### config.mk
export PLATFORM = sky130hd
export DESIGN_NAME = multi_channel_clip_flat
export DESIGN_NICKNAME = d
export VERILOG_FILES = /design/src/rtl/multi_channel_clip_pkg.sv /design/src/rtl/multi_channel_clip_if.sv /design/src/rtl/multi_channel_clip_core.sv /design/src/rtl/multi_channel_clip.sv /design/src/flat_wrapper.sv
export SDC_FILE = /design/constraint.sdc
export NUM_CORES = 1
export LEC_CHECK = 0
export CAP_MARGIN = 20
export CORE_MARGIN = 10
export CORE_UTILIZATION = 54
export DETAILED_ROUTE_END_ITERATION = 6
export PLACE_DENSITY = 0.79
export SLEW_MARGIN = 10
export SYNTH_ARGS = -nofsm -noshare
export SYNTH_HDL_FRONTEND = slang
export SYNTH_SLANG_ARGS = --single-unit
export TNS_END_PERCENT = 30
### constraint.sdc
create_clock -name clk -period 12.4 [get_ports clk]
set_input_delay 3.1 -clock clk [delete_from_list [all_inputs] [get_ports clk]]
set_output_delay 3.1 -clock clk [all_outputs]
set_load 0.1 [all_outputs]
### src/rtl/multi_channel_clip_pkg.sv
// ============================================================================
// multi_channel_clip_pkg : shared FSM states, mode codes and arithmetic constants
// Rev 1.0 : initial release
// ============================================================================
`default_nettype none

package multi_channel_clip_pkg;

  typedef enum logic [2:0] {
    S_IDLE    = 3'd0,
    S_CAPTURE = 3'd1,
    S_PROC    = 3'd2,
    S_OUTPUT  = 3'd3,
    S_CLEAR   = 3'd4
  } state_t;

  localparam logic [1:0] MODE_BYPASS = 2'b00;
  localparam logic [1:0] MODE_HARD   = 2'b01;
  localparam logic [1:0] MODE_SOFT   = 2'b10;

  localparam int GAIN_FRAC_BITS = 4;
  localparam int SOFT_SHIFT     = 2;

endpackage

`default_nettype wire

### src/rtl/multi_channel_clip_if.sv
// ============================================================================
// multi_channel_clip_if : source/sink handshake and per-frame config bundle
// Rev 1.0 : initial release
// ============================================================================
`default_nettype none

interface multi_channel_clip_if #(
  parameter int DATA_WIDTH = 16,
  parameter int CHANNELS   = 2,
  parameter int GAIN_WIDTH = 8
) ();

  logic [CHANNELS*DATA_WIDTH-1:0] i_data;
  logic                           i_data_ready;
  logic                           o_read_enable;
  logic [DATA_WIDTH-1:0]          i_treshhold;
  logic [GAIN_WIDTH-1:0]          i_gain;
  logic [1:0]                     i_mode;
  logic [CHANNELS*DATA_WIDTH-1:0] o_data;
  logic                           o_data_valid;
  logic                           i_read_done;

  modport slave (
    input  i_data, i_data_ready, i_treshhold, i_gain, i_mode, i_read_done,
    output o_read_enable, o_data, o_data_valid
  );

  modport master (
    output i_data, i_data_ready, i_treshhold, i_gain, i_mode, i_read_done,
    input  o_read_enable, o_data, o_data_valid
  );

endinterface

`default_nettype wire

### src/rtl/multi_channel_clip_core.sv
// ============================================================================
// multi_channel_clip_core (clip_core) : combinational gain, saturate and clip of one channel
// Rev 1.0 : initial release
// ============================================================================
`default_nettype none

module multi_channel_clip_core
  import multi_channel_clip_pkg::*;
#(
  parameter int DATA_WIDTH = 16,
  parameter int GAIN_WIDTH = 8
) (
  input  wire logic [DATA_WIDTH-1:0] i_x,
  input  wire logic [GAIN_WIDTH-1:0] i_gain,
  input  wire logic [DATA_WIDTH-1:0] i_thresh,
  input  wire logic [1:0]            i_mode,
  output logic      [DATA_WIDTH-1:0] o_y,
  output logic                       o_clipped
);

  localparam int PW = DATA_WIDTH + GAIN_WIDTH + 1;
  localparam logic signed [PW-1:0] SAT_MAX = {{(PW-DATA_WIDTH+1){1'b0}}, {(DATA_WIDTH-1){1'b1}}};
  localparam logic signed [PW-1:0] SAT_MIN = ~SAT_MAX;
  localparam logic [DATA_WIDTH:0]  MAG_MAX = {2'b00, {(DATA_WIDTH-1){1'b1}}};

  logic signed [PW-1:0]   w_x_ext;
  logic signed [PW-1:0]   w_g_ext;
  logic signed [PW-1:0]   w_prod;
  logic signed [PW-1:0]   w_scaled;
  logic [DATA_WIDTH-1:0]  w_p;
  logic                   w_neg;
  logic [DATA_WIDTH:0]    w_p_ext;
  logic [DATA_WIDTH:0]    w_abs;
  logic [DATA_WIDTH:0]    w_t_ext;
  logic [DATA_WIDTH:0]    w_excess;
  logic [DATA_WIDTH:0]    w_soft_mag;
  logic [DATA_WIDTH:0]    w_lim_mag;
  logic [DATA_WIDTH:0]    w_lim_signed;
  logic                   w_over;
  logic                   w_engaged;

  assign w_x_ext  = {{(GAIN_WIDTH+1){i_x[DATA_WIDTH-1]}}, i_x};
  assign w_g_ext  = {{(DATA_WIDTH+1){1'b0}}, i_gain};
  assign w_prod   = w_x_ext * w_g_ext;
  assign w_scaled = w_prod >>> GAIN_FRAC_BITS;

  always_comb begin
    w_p = w_scaled[DATA_WIDTH-1:0];
    if (w_scaled > SAT_MAX) begin
      w_p = SAT_MAX[DATA_WIDTH-1:0];
    end else if (w_scaled < SAT_MIN) begin
      w_p = SAT_MIN[DATA_WIDTH-1:0];
    end
  end

  // Magnitude is one bit wider so that the most negative sample does not wrap.
  assign w_neg      = w_p[DATA_WIDTH-1];
  assign w_p_ext    = {w_p[DATA_WIDTH-1], w_p};
  assign w_abs      = w_neg ? (~w_p_ext + 1'b1) : w_p_ext;
  assign w_t_ext    = {1'b0, i_thresh};
  assign w_over     = w_abs > w_t_ext;
  assign w_excess   = w_abs - w_t_ext;
  assign w_soft_mag = w_t_ext + (w_excess >> SOFT_SHIFT);

  always_comb begin
    w_lim_mag = w_t_ext;
    if (i_mode == MODE_SOFT) begin
      w_lim_mag = (w_soft_mag > MAG_MAX) ? MAG_MAX : w_soft_mag;
    end
  end

  // Mode 2'b11 falls through to the hard limit.
  assign w_lim_signed = w_neg ? (~w_lim_mag + 1'b1) : w_lim_mag;
  assign w_engaged    = w_over && (i_mode != MODE_BYPASS);
  assign o_y          = w_engaged ? w_lim_signed[DATA_WIDTH-1:0] : w_p;
  assign o_clipped    = w_engaged;

endmodule

`default_nettype wire

### src/rtl/multi_channel_clip.sv
// ============================================================================
// multi_channel_clip : frame FSM applying per-channel gain and bypass/hard/soft clip
// Optional feature macro CLIP_COUNT_EN adds the o_clip_count port.
// Rev 1.0 : initial release
// ============================================================================
`default_nettype none

module multi_channel_clip
  import multi_channel_clip_pkg::*;
#(
  parameter int DATA_WIDTH = 16,
  parameter int CHANNELS   = 2,
  parameter int GAIN_WIDTH = 8
) (
  input  wire logic         clk,
  input  wire logic         reset,
  multi_channel_clip_if.slave bus
`ifdef CLIP_COUNT_EN
  ,
  output logic [15:0]       o_clip_count
`endif
);

  localparam int             CW      = (CHANNELS > 1) ? $clog2(CHANNELS) : 1;
  localparam logic [CW-1:0]  LAST_CH = CW'(CHANNELS - 1);

  state_t                              r_state;
  state_t                              w_next_state;
  logic [CHANNELS-1:0][DATA_WIDTH-1:0] r_frame;
  logic [DATA_WIDTH-1:0]               r_thresh;
  logic [GAIN_WIDTH-1:0]               r_gain;
  logic [1:0]                          r_mode;
  logic [CW-1:0]                       r_ch;
  logic                                r_read_enable;
  logic                                r_data_valid;
  logic [DATA_WIDTH-1:0]               w_y;
  logic                                w_clipped;
  logic                                w_accept;

  assign w_accept = (r_state == S_IDLE) && r_read_enable && bus.i_data_ready;

  always_ff @(posedge clk) begin
    if (reset) begin
      r_state <= S_IDLE;
    end else begin
      r_state <= w_next_state;
    end
  end

  always_comb begin
    w_next_state = r_state;
    case (r_state)
      S_IDLE:    if (w_accept) w_next_state = S_CAPTURE;
      S_CAPTURE: w_next_state = S_PROC;
      S_PROC:    if (r_ch == LAST_CH) w_next_state = S_OUTPUT;
      S_OUTPUT:  if (bus.i_read_done) w_next_state = S_CLEAR;
      S_CLEAR:   w_next_state = S_IDLE;
      default:   w_next_state = S_IDLE;
    endcase
  end

  multi_channel_clip_core #(
    .DATA_WIDTH (DATA_WIDTH),
    .GAIN_WIDTH (GAIN_WIDTH)
  ) u_clip_core (
    .i_x       (r_frame[r_ch]),
    .i_gain    (r_gain),
    .i_thresh  (r_thresh),
    .i_mode    (r_mode),
    .o_y       (w_y),
    .o_clipped (w_clipped)
  );

  // Handshake outputs are registered from the next state so they line up with it.
  always_ff @(posedge clk) begin
    if (reset) begin
      r_frame       <= '0;
      r_thresh      <= '0;
      r_gain        <= '0;
      r_mode        <= MODE_BYPASS;
      r_ch          <= '0;
      r_read_enable <= 1'b0;
      r_data_valid  <= 1'b0;
    end else begin
      r_read_enable <= (w_next_state == S_IDLE) || (w_next_state == S_CLEAR);
      r_data_valid  <= (w_next_state == S_OUTPUT);
      case (r_state)
        S_IDLE: begin
          if (w_accept) begin
            r_frame  <= bus.i_data;
            r_thresh <= bus.i_treshhold;
            r_gain   <= bus.i_gain;
            r_mode   <= bus.i_mode;
          end
        end
        S_CAPTURE: begin
          r_ch <= '0;
          if (r_thresh[DATA_WIDTH-1]) begin
            r_thresh <= {1'b0, {(DATA_WIDTH-1){1'b1}}};
          end
        end
        S_PROC: begin
          r_frame[r_ch] <= w_y;
          r_ch          <= r_ch + 1'b1;
        end
        default: ;
      endcase
    end
  end

  assign bus.o_data        = r_frame;
  assign bus.o_data_valid  = r_data_valid;
  assign bus.o_read_enable = r_read_enable;

`ifdef CLIP_COUNT_EN
  logic [15:0] r_clip_count;

  always_ff @(posedge clk) begin
    if (reset) begin
      r_clip_count <= '0;
    end else if ((r_state == S_PROC) && w_clipped && (r_clip_count != 16'hFFFF)) begin
      r_clip_count <= r_clip_count + 16'd1;
    end
  end

  assign o_clip_count = r_clip_count;
`endif

endmodule

`default_nettype wire
### src/flat_wrapper.sv
// flat-port wrapper written by rule: the top's interface ports become plain ports
module multi_channel_clip_flat import multi_channel_clip_pkg::*;
#(
  parameter int DATA_WIDTH = 16,
  parameter int CHANNELS   = 2,
  parameter int GAIN_WIDTH = 8
)
  (clk, reset, bus_i_data, bus_i_data_ready, bus_i_treshhold, bus_i_gain, bus_i_mode, bus_i_read_done, bus_o_read_enable, bus_o_data, bus_o_data_valid);
  multi_channel_clip_if #(.DATA_WIDTH(DATA_WIDTH), .CHANNELS(CHANNELS), .GAIN_WIDTH(GAIN_WIDTH)) bus_i ();
  input  wire logic clk;
  input  wire logic reset;
  input wire logic [$bits(bus_i.i_data)-1:0] bus_i_data;
  input wire logic [$bits(bus_i.i_data_ready)-1:0] bus_i_data_ready;
  input wire logic [$bits(bus_i.i_treshhold)-1:0] bus_i_treshhold;
  input wire logic [$bits(bus_i.i_gain)-1:0] bus_i_gain;
  input wire logic [$bits(bus_i.i_mode)-1:0] bus_i_mode;
  input wire logic [$bits(bus_i.i_read_done)-1:0] bus_i_read_done;
  output wire logic [$bits(bus_i.o_read_enable)-1:0] bus_o_read_enable;
  output wire logic [$bits(bus_i.o_data)-1:0] bus_o_data;
  output wire logic [$bits(bus_i.o_data_valid)-1:0] bus_o_data_valid;
  assign bus_i.i_data = bus_i_data;
  assign bus_i.i_data_ready = bus_i_data_ready;
  assign bus_i.i_treshhold = bus_i_treshhold;
  assign bus_i.i_gain = bus_i_gain;
  assign bus_i.i_mode = bus_i_mode;
  assign bus_i.i_read_done = bus_i_read_done;
  assign bus_o_read_enable = bus_i.o_read_enable;
  assign bus_o_data = bus_i.o_data;
  assign bus_o_data_valid = bus_i.o_data_valid;
  multi_channel_clip #(.DATA_WIDTH(DATA_WIDTH), .CHANNELS(CHANNELS), .GAIN_WIDTH(GAIN_WIDTH)) u_core (.clk(clk), .reset(reset), .bus(bus_i));
endmodule
==> impl_metrics.py, run 1 <==
metrics = {
    "drt": {
        "wirelength_mm": 30.6,
        "route.antenna.remaining_nets": 0,
        "vias": 9603,
        "wl_per_cell_um": 19.0,
        "drtIter0Drc": 723,
        "dr.pass1.iters": 5,
        "drcViolationCount": 0,
        "via_per_inst": 5.95,
    },
    "clocking": {
        "clkTransAtPathRegs_ps": 60,
        "cts_made_buffers": 9,
        "h-tree-depth": 3,
        "cts_buffer_depth": 2,
        "clkSinkCount": 64,
        "root_buffer": "clkbuf_16",
        "worstSkewPairLatency_ps": 340,
        "tritoncts": "done",
    },
    "synthesis": {
        "synthFlopType": "dfxtp_1",
        "synth-async-reset-ratio": 0,
        "ys_ff_latch": 64,
        "seq_area_frac_synth": 0.125,
        "ys_warn_count": 0,
        "yosys.area.top_type": "fa_1",
        "ys_top_cells_by_count": "174 x inv_1, 126 x nand2_1, 104 x nor2_1",
        "postSynthAreaPerCell_um2": 7.90,
        "syn_area_um2": 10200,
        "synth_edf_count": 0,
        "synth_nets": 1541,
        "synthCells": 1296,
        "netlist.area_leader.share": 0.201,
        "synthTopCellsByArea": "fa_1 20%, dfxtp_1 13%, ha_1 9.8%",
        "yosysMostFrequentCell": "inv_1",
        "ys_types": 71,
    },
    "placement": {
        "io_buffers": 95,
        "globalplace.congestion": 0.958,
        "placed_cells": 1589,
        "dp_hpwl_mm": 24.6,
    },
    "layout": {
        "final.fill_count": 1655,
        "antenna_cells": 0,
        "instances_no_fill": 1613,
        "finish.utilization": 0.636,
        "regArea_um2": 1280,
        "multiInputGateArea_um2": 8170,
        "layout-drive-gt1-share": 0.0740,
        "synthToLayoutAreaGrowth_pct": 16.2,
        "layout.nets": 1619,
    },
    "worst_setup_path": {
        "crit_required_ps": 12630,
        "critPathTopFamily": "compound AO/OA/AOI/OAI gates",
        "worst_setup_path_start_kind": "flip-flop",
        "critical_path_class": "flip-flop to flip-flop",
        "critPathBufInv": 5,
        "arrival_ps": 11910,
        "cp_slowest_stage_delay_ps": 560,
        "crit_path_top_delay_cell": "fa_1",
        "end_kind": "flip-flop",
        "critPathMaxFanout": 21,
    },
    "die": {
        "die_w_um": 158,
        "initial_core_util": 0.547,
        "core_region_area_um2": 18700,
        "die_h_um": 158,
        "pin_count": 96,
        "dieArea_um2": 24900,
        "rows": 50,
    },
    "status": {
        "status": "complete, no violations",
    },
    "sta": {
        "fin_crit_sh": 0.942,
        "max_slew_margin": 0.312,
        "tightest_slew_ps": 1030,
        "setup_viol": 0,
        "finClkSkew_ps": 5.97,
        "drv_slew": 0,
        "hold_violations": 0,
        "holdWs_ps": 523,
        "fmax_ghz": 0.0856,
        "period_minus_slack_ps": 11680,
        "final.setup.tns_ps": 0,
    },
    "min_path": {
        "worstHoldPathType": "flip-flop to flip-flop",
    },
    "global_route": {
        "grt_max_degree": 64,
        "antenna_found_initial": 0,
        "overflow": 0,
        "first_global_vias": 9416,
        "track_usage": 0.246,
        "grt_pass1_wl_mm": 49.2,
    },
    "pwr": {
        "p_leak_nw": 5.34,
        "peakVddDrop_v": 0.000286,
        "power_density_nw_per_um2": 173,
    },
    "job": {
        "maxCapViolCount": 0,
    },
}
[final cells by class]
class / count / share of cell area
multi-input cells: 1006 / 0.686
inverters: 174 / 0.0549
clock buffers: 9 / 0.0189
flip-flops and latches: 64 / 0.108
well taps: 234 / 0.0246
clock inverters: 7 / 0.0105
repair buffers: 119 / 0.0970
[final timing paths]
| kind | start | to | slack, ps | depth (start not counted) |
|---|---|---|---|---|
| worst max-delay path | u_core.r_ch$_SDFFE_PP0P_ | u_core.bus.o_data[28]$_SDFFE_PP0P_ | 720 | 44 |
| worst min-delay path | u_core.r_mode[0]$_SDFFE_PP0P_ | u_core.r_mode[0]$_SDFFE_PP0P_ | 520 | 2 |
| worst max register to register | u_core.r_ch$_SDFFE_PP0P_ | u_core.bus.o_data[28]$_SDFFE_PP0P_ | 720 | 44 |
| worst min register to register | u_core.r_mode[0]$_SDFFE_PP0P_ | u_core.r_mode[0]$_SDFFE_PP0P_ | 520 | 2 |
[metal layers]
layer | global-route usage | vias to the layer above | wire [µm]
li1 | - | 4557 | -
met1 | 0.317 | 4573 | 12800
met2 | 0.396 | 420 | 14100
met3 | 0.0619 | 53 | 2900
met4 | 0.0788 | 0 | 792
met5 | 0 | - | 0
[worst register-to-register path, delay by kind of cell (launching register included)]
kind,cells,cell delay [ps]
AOI/OAI and AO/OA,19,4680
xor gates and xnor gates,3,580
adders and majority gates,8,3410
buffers and inverters,5,630
DFF,1,360
muxes,1,450
and+or+nand+nor,8,1480
[sequential cells by signal, indices dropped and copies added, names as in the netlist]
| name | flops |
|---|---|
| u_core.r_ch | 1 |
| u_core.bus.o_data | 32 |
| u_core.r_mode | 2 |
| u_core.bus.o_data_valid | 1 |
| u_core.bus.o_read_enable | 1 |
| u_core.r_gain | 8 |
| u_core.r_state | 3 |
| u_core.r_thresh | 16 |
[stage by stage]
step | area [µm²] | setup slack (ps) | total power [mW]
6_report | 11900 | 723 | 2.06
5_1_grt | 11900 | -43.5 | 2.21
4_1_cts | 11700 | 443 | 2.02
3_5_place_dp | 11400 | 548 | 1.71
3_3_place_gp | 11400 | 617 | 1.70
2_1_floorplan | 10200 | 745 | 1.35
[report_power, final]
part | switching [mW] | internal, mW | total, mW
sequential | 0.0277 | 0.226 | 0.254
clock | 0.107 | 0.199 | 0.306
combinational | 0.927 | 0.573 | 1.50
[repair_timing]
item                       4_1_cts  5_1_grt
resized for setup                0       20
hold buffers                     0        0
setup endpoints to repair        0       21
setup buffers                    0        7
[cells in the final DEF (no fill, tap or decap), types with 20 or more instances in the layout]
| cell | instances |
|---|---|
| a211oi_1 | 36 |
| a21oi_1 | 56 |
| and2_1 | 58 |
| buf_4 | 22 |
| clkdlybuf4s50_1 | 94 |
| dfxtp_1 | 64 |
| fa_1 | 103 |
| ha_1 | 79 |
| inv_1 | 174 |
| nand2_1 | 126 |
| nand3_1 | 20 |
| nor2_1 | 103 |
| nor2b_1 | 24 |
| nor3_1 | 33 |
| o21ai_0 | 48 |
| o22ai_1 | 38 |
| xnor2_1 | 36 |
| xor2_1 | 22 |
[kinds of logic (layout without fill, tap and decap cells)]
group / after synthesis / after routing / share of synthesized area
muxes: 35 / 35 / 0.0365
and+or+nand+nor: 426 / 426 / 0.199
AOI/OAI and AO/OA: 301 / 301 / 0.204
DFF: 64 / 64 / 0.125
buffers and inverters: 226 / 309 / 0.0842
adders and majority gates: 183 / 183 / 0.299
xor gates and xnor gates: 61 / 61 / 0.0529
(Power assumes the default switching activity.)
==> run 2, diff against run 1 <==
- MAX_ROUTING_LAYER: default -> met4
==> impl_metrics.py, run 2 (same netlist as run 1, synthesis figures left out) <==
metrics = {
    "die": {
        "dieArea_um2": 24900,
        "core_region_area_um2": 18700,
        "die_w_um": 158,
        "pin_count": 96,
        "die_h_um": 158,
        "initial_core_util": 0.547,
        "rows": 50,
    },
    "drt": {
        "drtIter0Drc": 695,
        "route.antenna.remaining_nets": 0,
        "vias": 9586,
        "wirelength_mm": 30.0,
        "wl_per_cell_um": 18.6,
        "drcViolationCount": 0,
        "via_per_inst": 5.94,
        "dr.pass1.iters": 6,
    },
    "job": {
        "maxCapViolCount": 0,
    },
    "worst_setup_path": {
        "r2r_setup_slack_ps": 690,
        "crit_required_ps": 12630,
        "cp_slowest_stage_delay_ps": 580,
        "arrival_ps": 11940,
        "reg2reg_from": "u_core.r_ch$_SDFFE_PP0P_",
        "crit_end": "u_core.bus.o_data[26]$_SDFFE_PP0P_",
        "rr_endpoint": "u_core.bus.o_data[26]$_SDFFE_PP0P_",
        "crit_start": "u_core.r_ch$_SDFFE_PP0P_",
        "worst_setup_path_start_kind": "flip-flop",
        "critical_path_class": "flip-flop to flip-flop",
        "end_kind": "flip-flop",
        "crit_path_top_delay_cell": "fa_1",
        "r2r_cells": 43,
        "critPathMaxFanout": 21,
    },
    "clocking": {
        "worstSkewPairLatency_ps": 340,
        "root_buffer": "clkbuf_16",
        "cts_made_buffers": 9,
        "tritoncts": "done",
        "cts_buffer_depth": 2,
        "h-tree-depth": 3,
        "clkSinkCount": 64,
        "clkTransAtPathRegs_ps": 60,
    },
    "pwr": {
        "p_int_mw": 0.984,
        "power_frac_comb": 0.736,
        "power_mw": 2.04,
        "power_density_nw_per_um2": 172,
        "pwr-share-seq": 0.124,
        "sw_frac_of_total": 0.518,
        "peakVddDrop_v": 0.000211,
        "switchingPower_mw": 1.06,
        "p_clk_frac": 0.140,
        "p_leak_nw": 5.32,
    },
    "layout": {
        "final_common_cell": "inv_1",
        "final_cell_mix": "174 x inv_1, 126 x nand2_1, 104 x nor2_1, 102 x fa_1, 94 x clkdlybuf4s50_1",
        "largest_reg_flops": 32,
        "synthToLayoutAreaGrowth_pct": 15.7,
        "final.fill_count": 1666,
        "layout.nets": 1619,
        "layout-drive-gt1-share": 0.0696,
        "antenna_cells": 0,
    },
    "sta": {
        "fmax_ghz": 0.0854,
        "hold_violations": 0,
        "finClkSkew_ps": 7.59,
        "max_slew_margin": 0.307,
        "tightest_slew_ps": 1040,
        "drv_slew": 0,
        "holdWs_ps": 497,
        "setup_viol": 0,
        "fin_crit_sh": 0.945,
        "period_minus_slack_ps": 11710,
    },
    "status": {
        "status": "complete, no violations",
    },
    "placement": {
        "dp_hpwl_mm": 24.4,
        "globalplace.congestion": 0.968,
        "io_buffers": 95,
    },
    "min_path": {
        "worstHoldPathCells": 2,
        "min_from": "u_core.r_mode[1]$_SDFFE_PP0P_",
        "worstHoldPathType": "flip-flop to flip-flop",
    },
    "global_route": {
        "overflow": 0,
        "first_global_vias": 9377,
        "grt_max_degree": 64,
        "track_usage": 0.249,
        "antenna_found_initial": 0,
        "grt_pass1_wl_mm": 48.9,
    },
}
## run 2: cell types whose count changed in the layout (fill, tap and decap cells not counted), sizes merged
cell	previous run	this run
clkinv	1	3
inv	177	175
bufinv	3	2
clkbuf	9	10
## run 2: critical path: cells and delay by family, from the launching register on
kind	cells	cell delay (ps)
flops	1	370
xor+xnor	4	860
buf+inv	4	480
mux	1	470
compound gates	19	4530
simple gates	7	1500
fa+ha+maj	8	3380
## run 2: how the worst min path moves through the flow
| stage | end |
|---|---|
| 4_1_cts | u_core.r_mode[1]$_SDFFE_PP0P_ |
| 2_1_floorplan | u_core.r_mode[1]$_SDFFE_PP0P_ |
| 3_3_place_gp | u_core.r_mode[1]$_SDFFE_PP0P_ |
| 5_1_grt | u_core.r_mode[1]$_SDFFE_PP0P_ |
| 3_5_place_dp | u_core.r_mode[1]$_SDFFE_PP0P_ |
| 6_report | u_core.r_mode[1]$_SDFFE_PP0P_ |
## run 2: per-stage QoR
| stage | std cells | utilization | setup slack, ps | TNS [ps] | area [µm²] |
|---|---|---|---|---|---|
| 2_1_floorplan | 1296 | - | 745 | 0 | 10200 |
| 3_3_place_gp | 1594 | 0.611 | 642 | 0 | 11400 |
| 3_5_place_dp | 1594 | 0.611 | 545 | 0 | 11400 |
| 4_1_cts | 1610 | 0.629 | 467 | 0 | 11800 |
| 5_1_grt | 1613 | 0.634 | -38.6 | -96.1 | 11900 |
| 6_report | 1613 | 0.634 | 687 | 0 | 11900 |
## run 2: cell type report
| class | count | area, µm² | area share |
|---|---|---|---|
| Sequential cell | 64 | 1280 | 0.108 |
| Multi-Input combinational cell | 1006 | 8150 | 0.688 |
| Timing Repair Buffer | 119 | 1150 | 0.0967 |
| Clock buffer | 10 | 239 | 0.0202 |
| Clock inverter | 6 | 91.3 | 0.00771 |
| Inverter | 174 | 653 | 0.0551 |
| Tap cell | 234 | 293 | 0.0247 |
## run 2: power groups by stage
stage	registers (mW)	clock network (mW)	logic, mW
finish	0.253	0.285	1.50
detailed placement	0.256	0	1.45
global route	0.255	0.297	1.63
global placement	0.256	0	1.45
floorplan	0.334	0	1.01
CTS	0.252	0.286	1.46
## run 2: timing repair
item,4_1_cts,5_1_grt
gates resized for setup,0,16
setup buffers,0,2
setup endpoints to repair,0,17
hold buffers,0,0
## run 2: layer usage
layer / global-route usage / share of wire
met4: 0.0512 / 0.019
met5: - / 0
met3: 0.0429 / 0.085
met1: 0.324 / 0.43
met2: 0.399 / 0.46
